[src/rtl/rpn_pkg.sv]
// Shared opcode constants and FSM state encoding for the RPN evaluator.
package rpn_pkg;

  localparam int unsigned OP_ADD = 0;
  localparam int unsigned OP_SUB = 1;
  localparam int unsigned OP_AND = 2;
  localparam int unsigned OP_OR  = 3;
  localparam int unsigned OP_XOR = 4;
  localparam int unsigned OP_MUL = 5;
  localparam int unsigned OP_OUT = 7;

  localparam int unsigned STATE_W = 3;

  typedef enum logic [STATE_W-1:0] {
    S_IDLE  = 3'd0,
    S_PUSH  = 3'd1,
    S_POP_B = 3'd2,
    S_POP_A = 3'd3,
    S_CALC  = 3'd4,
    S_EMIT  = 3'd5
  } state_t;

endpackage

[src/rtl/rpn_eval_if.sv]
// Token, stack and result signals of the RPN evaluator.
// master = token source / stack owner side, slave = evaluator side.
interface rpn_eval_if #(
  parameter int unsigned WIDTH = 4
);

  logic             tok_valid;
  logic             tok_ready;
  logic             tok_is_op;
  logic [WIDTH-1:0] tok_data;
  logic             stk_push;
  logic             stk_pop;
  logic [WIDTH-1:0] stk_din;
  logic [WIDTH-1:0] stk_dout;
  logic             res_valid;
  logic [WIDTH-1:0] res_data;
  logic             err_ovf;
  logic             err_udf;

  modport master (
    output tok_valid, tok_is_op, tok_data, stk_dout,
    input  tok_ready, stk_push, stk_pop, stk_din,
           res_valid, res_data, err_ovf, err_udf
  );

  modport slave (
    input  tok_valid, tok_is_op, tok_data, stk_dout,
    output tok_ready, stk_push, stk_pop, stk_din,
           res_valid, res_data, err_ovf, err_udf
  );

endinterface

[src/rtl/rpn_alu.sv]
// Combinational ALU for the RPN evaluator: result = a <op> b, modulo 2^WIDTH.
// op_ok flags a supported binary opcode. MUL is built only when
// RPN_EVAL_MUL_EN is defined; otherwise opcode 5 reports op_ok = 0.
module rpn_alu
  import rpn_pkg::*;
#(
  parameter int unsigned WIDTH = 4
) (
  input  logic [WIDTH-1:0] op,
  input  logic [WIDTH-1:0] a,
  input  logic [WIDTH-1:0] b,
  output logic [WIDTH-1:0] result,
  output logic             op_ok
);

  // Opcode decode and arithmetic; a is the deeper stack operand.
  always_comb begin
    result = '0;
    op_ok  = 1'b1;
    case (op)
      WIDTH'(OP_ADD): result = a + b;
      WIDTH'(OP_SUB): result = a - b;
      WIDTH'(OP_AND): result = a & b;
      WIDTH'(OP_OR):  result = a | b;
      WIDTH'(OP_XOR): result = a ^ b;
`ifdef RPN_EVAL_MUL_EN
      WIDTH'(OP_MUL): result = a * b;
`endif
      default:        op_ok  = 1'b0;
    endcase
  end

endmodule

[src/rtl/rpn_eval.sv]
// RPN evaluator driving an external registered stack.
// Operands are pushed, binary opcodes pop B then A and push A op B,
// OUT pops the top onto res_data. Overflow/underflow are tracked with an
// internal depth counter and reported through sticky flags.
// Optional MUL support is selected by RPN_EVAL_MUL_EN inside rpn_alu.
module rpn_eval
  import rpn_pkg::*;
#(
  parameter int unsigned WIDTH = 4,
  parameter int unsigned DEPTH = 4
) (
  input logic       clk,
  input logic       rst,
  rpn_eval_if.slave bus
);

  localparam int unsigned       DEPTH_W   = $clog2(DEPTH + 1);
  localparam logic [DEPTH_W-1:0] DEPTH_MAX = DEPTH_W'(DEPTH);

  state_t             state_q;
  state_t             state_d;
  logic [DEPTH_W-1:0] depth_q;
  logic [WIDTH-1:0]   op_q;
  logic [WIDTH-1:0]   b_q;
  logic [WIDTH-1:0]   din_q;
  logic               ovf_q;
  logic               udf_q;

  logic [WIDTH-1:0]   alu_op;
  logic [WIDTH-1:0]   alu_res;
  logic               alu_ok;
  logic               accept;
  logic               out_tok;
  logic               ovf_hit;
  logic               udf_hit;

  // Token classification at the accept edge.
  assign accept  = bus.tok_valid && (state_q == S_IDLE);
  assign out_tok = bus.tok_is_op && (bus.tok_data == WIDTH'(OP_OUT));
  assign ovf_hit = accept && !bus.tok_is_op && (depth_q == DEPTH_MAX);
  assign udf_hit = accept && bus.tok_is_op &&
                   (out_tok ? (depth_q == '0)
                            : (!alu_ok || (depth_q < DEPTH_W'(2))));

  // The ALU validates the incoming opcode in IDLE and computes in CALC.
  assign alu_op = (state_q == S_IDLE) ? bus.tok_data : op_q;

  rpn_alu #(.WIDTH(WIDTH)) u_alu (
    .op     (alu_op),
    .a      (bus.stk_dout),
    .b      (b_q),
    .result (alu_res),
    .op_ok  (alu_ok)
  );

  // State register.
  always_ff @(posedge clk) begin
    if (rst) state_q <= S_IDLE;
    else     state_q <= state_d;
  end

  // Next-state logic.
  always_comb begin
    state_d = state_q;
    case (state_q)
      S_IDLE: begin
        if (accept && !ovf_hit && !udf_hit)
          state_d = bus.tok_is_op ? S_POP_B : S_PUSH;
      end
      S_PUSH:  state_d = S_IDLE;
      S_POP_B: state_d = (op_q == WIDTH'(OP_OUT)) ? S_EMIT : S_POP_A;
      S_POP_A: state_d = S_CALC;
      S_CALC:  state_d = S_PUSH;
      S_EMIT:  state_d = S_IDLE;
      default: state_d = S_IDLE;
    endcase
  end

  // Datapath: opcode/B capture, push data, depth and sticky error flags.
  always_ff @(posedge clk) begin
    if (rst) begin
      depth_q <= '0;
      op_q    <= '0;
      b_q     <= '0;
      din_q   <= '0;
      ovf_q   <= 1'b0;
      udf_q   <= 1'b0;
    end else begin
      if (accept) op_q <= bus.tok_data;
      if (accept && !bus.tok_is_op && !ovf_hit) din_q <= bus.tok_data;
      if (state_q == S_POP_A) b_q <= bus.stk_dout;
      if (state_q == S_CALC) din_q <= alu_res;
      if (state_q == S_PUSH)
        depth_q <= depth_q + DEPTH_W'(1);
      else if ((state_q == S_POP_B) || (state_q == S_POP_A))
        depth_q <= depth_q - DEPTH_W'(1);
      if (ovf_hit) ovf_q <= 1'b1;
      if (udf_hit) udf_q <= 1'b1;
    end
  end

  // Output decode from the state register and datapath registers.
  always_comb begin
    bus.tok_ready = (state_q == S_IDLE);
    bus.stk_push  = (state_q == S_PUSH);
    bus.stk_pop   = (state_q == S_POP_B) || (state_q == S_POP_A);
    bus.stk_din   = din_q;
    bus.res_valid = (state_q == S_EMIT);
    bus.res_data  = (state_q == S_EMIT) ? bus.stk_dout : '0;
    bus.err_ovf   = ovf_q;
    bus.err_udf   = udf_q;
  end

endmodule
[src/flat_wrapper.sv]
// flat-port wrapper written by rule: the top's interface ports become plain ports
module rpn_eval_flat import rpn_pkg::*;
#(
  parameter int unsigned WIDTH = 4,
  parameter int unsigned DEPTH = 4
)
  (clk, rst, bus_tok_valid, bus_tok_is_op, bus_tok_data, bus_stk_dout, bus_tok_ready, bus_stk_push, bus_stk_pop, bus_stk_din, bus_res_valid, bus_res_data, bus_err_ovf, bus_err_udf);
  rpn_eval_if #(.WIDTH(WIDTH)) bus_i ();
  input logic clk;
  input logic rst;
  input wire logic [$bits(bus_i.tok_valid)-1:0] bus_tok_valid;
  input wire logic [$bits(bus_i.tok_is_op)-1:0] bus_tok_is_op;
  input wire logic [$bits(bus_i.tok_data)-1:0] bus_tok_data;
  input wire logic [$bits(bus_i.stk_dout)-1:0] bus_stk_dout;
  output wire logic [$bits(bus_i.tok_ready)-1:0] bus_tok_ready;
  output wire logic [$bits(bus_i.stk_push)-1:0] bus_stk_push;
  output wire logic [$bits(bus_i.stk_pop)-1:0] bus_stk_pop;
  output wire logic [$bits(bus_i.stk_din)-1:0] bus_stk_din;
  output wire logic [$bits(bus_i.res_valid)-1:0] bus_res_valid;
  output wire logic [$bits(bus_i.res_data)-1:0] bus_res_data;
  output wire logic [$bits(bus_i.err_ovf)-1:0] bus_err_ovf;
  output wire logic [$bits(bus_i.err_udf)-1:0] bus_err_udf;
  assign bus_i.tok_valid = bus_tok_valid;
  assign bus_i.tok_is_op = bus_tok_is_op;
  assign bus_i.tok_data = bus_tok_data;
  assign bus_i.stk_dout = bus_stk_dout;
  assign bus_tok_ready = bus_i.tok_ready;
  assign bus_stk_push = bus_i.stk_push;
  assign bus_stk_pop = bus_i.stk_pop;
  assign bus_stk_din = bus_i.stk_din;
  assign bus_res_valid = bus_i.res_valid;
  assign bus_res_data = bus_i.res_data;
  assign bus_err_ovf = bus_i.err_ovf;
  assign bus_err_udf = bus_i.err_udf;
  rpn_eval #(.WIDTH(WIDTH), .DEPTH(DEPTH)) u_core (.clk(clk), .rst(rst), .bus(bus_i));
endmodule
[config.mk]
export PLATFORM = sky130hd
export DESIGN_NAME = rpn_eval_flat
export DESIGN_NICKNAME = d
export VERILOG_FILES = /design/src/rtl/rpn_pkg.sv /design/src/rtl/rpn_eval_if.sv /design/src/rtl/rpn_alu.sv /design/src/rtl/rpn_eval.sv /design/src/flat_wrapper.sv
export SDC_FILE = /design/constraint.sdc
export NUM_CORES = 1
export LEC_CHECK = 0
export BUFFER_PORTS_ARGS = -buffer_cell sky130_fd_sc_hd__buf_2
export CAP_MARGIN = 30
export CORE_MARGIN = 1.5
export CORE_UTILIZATION = 45
export CTS_CLUSTER_DIAMETER = 100
export DETAILED_ROUTE_END_ITERATION = 16
export GPL_ROUTABILITY_DRIVEN = 1
export GPL_TIMING_DRIVEN = 0
export PLACE_DENSITY = 0.72
export SLEW_MARGIN = 20
export SYNTH_ARGS = -nofsm -noshare
export SYNTH_HDL_FRONTEND = slang
export SYNTH_SLANG_ARGS = --single-unit
[constraint.sdc]
create_clock -name clk -period 7.8 [get_ports clk]
set_clock_uncertainty 0.2 [all_clocks]
set_input_delay 0 -clock clk [delete_from_list [all_inputs] [get_ports clk]]
set_output_delay 0 -clock clk [all_outputs]
set_load 0.02 [all_outputs]
==> results.md <==
- The count of input and output buffers is 21.
- The die span in x is 63.1 um.
- The die covers 0.00398 mm^2.
- The effective utilization at floorplan is 0.480.
- Of the total power, the clock network draws 0.235.
- The signal arrival time at the worst endpoint is 3.21 ns.
- For the pin with the worst max-slew slack, the measured transition is 0.706 ns.
- The number of inserted diodes is 0.
- The core utilization of the finished layout is 0.580.
- The run finished with clean final reports.
- The relative contribution of combinational cells to total power is 0.343.
- The switching power is 0.0974 mW.
- The setup total negative slack is 0 ns.
- The proportion of register bits with asynchronous set or reset after synthesis is 0.
- Measured along the y axis, the die boundary spans 63.1 um.
- The synthesized design contains 0 enable-type register cells.
- The cell accounting for the most synthesized area is sky130_fd_sc_hd__dfxtp_1.
- The top-level port count is 26.
- The count of placed standard cells including taps is 274.
- The top-area cell type share of the netlist area is 0.246.
- The endpoint class of the critical path is a flop.
- After synthesis, the cell types taking the most area are sky130_fd_sc_hd__dfxtp_1 25%, sky130_fd_sc_hd__ha_1 9.2%, sky130_fd_sc_hd__nor2_1 5.3%.
- The worst pin sits at a relative slew slack of 0.523.
- The sequential share of power is 0.423.
- The count of different cell masters after synthesis is 52.
- The number of buffers created by CTS is 3.
- The cell count after synthesis came out at 207.
- The clock insertion delay at the later pin of the skew report is 0.32 ns.
- The type of the worst min-delay path is reg2reg.
- The fraction of final layout cells sized beyond drive strength 1 is 0.175.
- After detailed routing, the average wire length per cell comes to 13.7 um.
- The number of nets handed over by synthesis was 233.
- The data required time of the worst path is 7.82 ns.
- In this run the core area contains 21 standard-cell rows.
- The final estimated routing congestion in global placement is 0.835.
- Clock-pin slew was measured on the worst setup and hold paths at 0.13 ns.
- After global routing the overflow that remains totals 0.
- The detail route stage leaves a number of antenna-violating nets equal to 0.
- The number of vias in the routed layout is 1603.
- Entering global routing, the biggest net connects 12 pins.
- The post-synthesis sequential element count is 20.
- In this run, the number of DRC markers left after iteration 0 of detailed routing was 114.
- After the last flow step, the layout net total stands at 273.
- The via density per instance is 5.49.
- The clock tree from TritonCTS is built.
- The launching element type of the critical path is a flop.
- The most used flip-flop cell after synthesis is sky130_fd_sc_hd__dfxtp_1.
- Based on the critical path, the design can be clocked at up to 313 MHz.
- The worst path in the final design needs a cycle of 3.19 ns, including I/O delays and setup.
- The synthesized netlist occupies a cell area of 0.00163 mm^2.
- Ranked by instance count, the synthesized netlist is headed by 23 x sky130_fd_sc_hd__nor2_1, 20 x sky130_fd_sc_hd__dfxtp_1, 15 x sky130_fd_sc_hd__a21oi_1, 13 x sky130_fd_sc_hd__nand2_1.
- In the finished design, the share of the clock period the worst path needs comes to 0.409.
- Detailed placement finished with a half-perimeter wire length of 2930 um.
- The number of fill cells in the layout is 316.
- The number of hold-slack violations in the final timing report is 0.
- The number of warnings reported in the yosys synthesis log is 0.
- The total detailed-routing wirelength is 4000 um.
- The share of the Yosys chip area taken by registers is 0.246.
- Along the worst path, the maximum fanout reaches 10.
- The number of iterations in the first detailed-routing pass is 4.
- The overall power consumption is 0.277 mW.
- In this run the clock root is driven by a sky130_fd_sc_hd__clkbuf_4.
- The combined global-route utilization of all metal layers is 0.207.
- The final number of max-transition violations is 0.
- Across the run, the number of max-cap violations was 0.
- Of the total power, the share spent switching nets is 0.351.
- After detailed routing, the number of remaining DRC violations is 0.
- The peak ir drop on the vdd network is 0.0687 mV.
- The clock drives 20 sinks.
- The post-synthesis average cell area is 7.86 um^2.
- Setup repair after global routing left no endpoint under its margin.
- No sink is reached through more buffers than the 2 on the longest clock path.
- The internal power of the cells totals 0.180 mW.
- The initial antenna violation count is 0.
- The first-pass GRT wire length is 6680 um.
- After the flow finishes, the layout carries non-filler instances totaling 292.
- After clock tree synthesis, the setup repair step added 0 buffers.
- Relative to the synthesized area, the layout overhead comes to 20.8%.
- The most frequent cell after synthesis is sky130_fd_sc_hd__nor2_1.
- The areal power density over the cells is 141 mW/mm^2.
- The number of setup violations in the final report is 0.
- The number of global-route vias before repair is 1452.
- The leakage power total is 0.838 nW.
- The area of the core is 0.00339 mm^2.
- The type of the worst setup path is reg2reg.
- The maximum level of the CTS H-tree is 1.
## placed cells by master, fill, tap and decap left out, drive strengths merged, types with 2 or more instances in the layout
cell type / netlist / layout
dlygate4sd3: 0 / 14
inv: 13 / 13
nor3b: 5 / 5
nor2: 23 / 23
o221ai: 3 / 3
o22ai: 2 / 2
clkbuf: 6 / 10
a22oi: 3 / 3
xnor2: 3 / 3
and3: 5 / 5
nand4b: 3 / 3
or3b: 2 / 2
o21ai: 9 / 9
nor4bb: 2 / 2
nand3b: 4 / 4
nor2b: 3 / 3
nand3: 4 / 4
a31oi: 2 / 2
or3: 2 / 2
xor2: 2 / 2
ha: 12 / 12
buf: 8 / 29
mux2i: 7 / 7
and2: 3 / 3
nand2: 13 / 13
a21oi: 15 / 15
nor3: 12 / 12
fa: 2 / 2
dfxtp: 20 / 20
nand2b: 2 / 2
## worst max-delay path, stage by stage (launching register included)
cell and delay (ns):
sky130_fd_sc_hd__dfxtp_1 0.34, sky130_fd_sc_hd__buf_6 0.13, sky130_fd_sc_hd__nor4b_1 0.64, sky130_fd_sc_hd__nand2b_1 0.25, sky130_fd_sc_hd__nor2b_2 0.19, sky130_fd_sc_hd__mux2_2 0.38
sky130_fd_sc_hd__inv_1 0.08, sky130_fd_sc_hd__ha_1 0.23, sky130_fd_sc_hd__nand2_1 0.07, sky130_fd_sc_hd__o21ai_0 0.10, sky130_fd_sc_hd__xnor2_1 0.21, sky130_fd_sc_hd__mux2i_1 0.20
sky130_fd_sc_hd__a21oi_1 0.07
## power by group through the flow
| stage | Clock, mW | Combinational (mW) | Sequential (mW) |
|---|---|---|---|
| floorplan | 0 | 0.0645 | 0.120 |
| global placement | 0 | 0.0866 | 0.119 |
| detailed placement | 0 | 0.0877 | 0.119 |
| CTS | 0.0652 | 0.0943 | 0.117 |
| global route | 0.0696 | 0.105 | 0.119 |
| finish | 0.0650 | 0.0949 | 0.117 |
## cell families (layout without fill, tap and decap cells)
group	Yosys count	in the layout	share of synthesized area
simple gates	87	87	0.292
fa+ha+maj	14	14	0.117
mux	8	8	0.0577
flops	20	20	0.246
compound gates	46	46	0.188
buf+inv	27	66	0.0723
xor+xnor	5	5	0.0269
## per-stage QoR
stage               hold WS [ns]  worst slack [ns]  cell area, um^2
finish                     0.284              4.61             1970
global route               0.328              4.39             1970
CTS                        0.288              4.63             1970
detailed placement         0.109              4.66             1790
global placement           0.106              4.75             1790
floorplan                -0.0396              5.02             1630
## repair_timing
| item | CTS | global route |
|---|---|---|
| gates resized for setup | 0 | 0 |
| endpoints found under the setup margin | 0 | 0 |
| hold buffers | 14 | 0 |
| endpoints found under the hold margin | 13 | 0 |
## layout make-up
cell class	count	area [um^2]	share of cell area
multi-input cells	160	1110	0.564
flip-flops and latches	20	400	0.204
repair buffers	35	245	0.125
plain buffers	14	68.8	0.0350
well taps	46	57.6	0.0293
inverters	13	48.8	0.0248
clock buffers	4	36.3	0.0185
## worst paths after layout
kind / start / to / slack (ns) / cells after the start
max: u_core.state_q[0] / u_core.bus.stk_din[3] / 4.61 / 12
min: u_core.bus.err_ovf / u_core.bus.err_ovf / 0.28 / 2
max reg2reg: u_core.state_q[0] / u_core.bus.stk_din[3] / 4.61 / 12
min reg2reg: u_core.bus.err_ovf / u_core.bus.err_ovf / 0.28 / 2
## metal layers
layer	GRT usage	vias to the layer above	wire, um
li1	-	815	-
met3	0.0214	5	177
met4	0.0500	0	36
met1	0.290	736	1970
met2	0.342	47	1820
met5	0	-	0
## state kept, by name, summed over array words and instances, names as in the netlist
name and cells:
u_core.b_q 4, u_core.bus.err_ovf 1, u_core.bus.err_udf 1, u_core.bus.stk_din 4, u_core.depth_q 3, u_core.op_q 4
u_core.state_q 3
No activity file was read; power rests on OpenSTA's default activity.
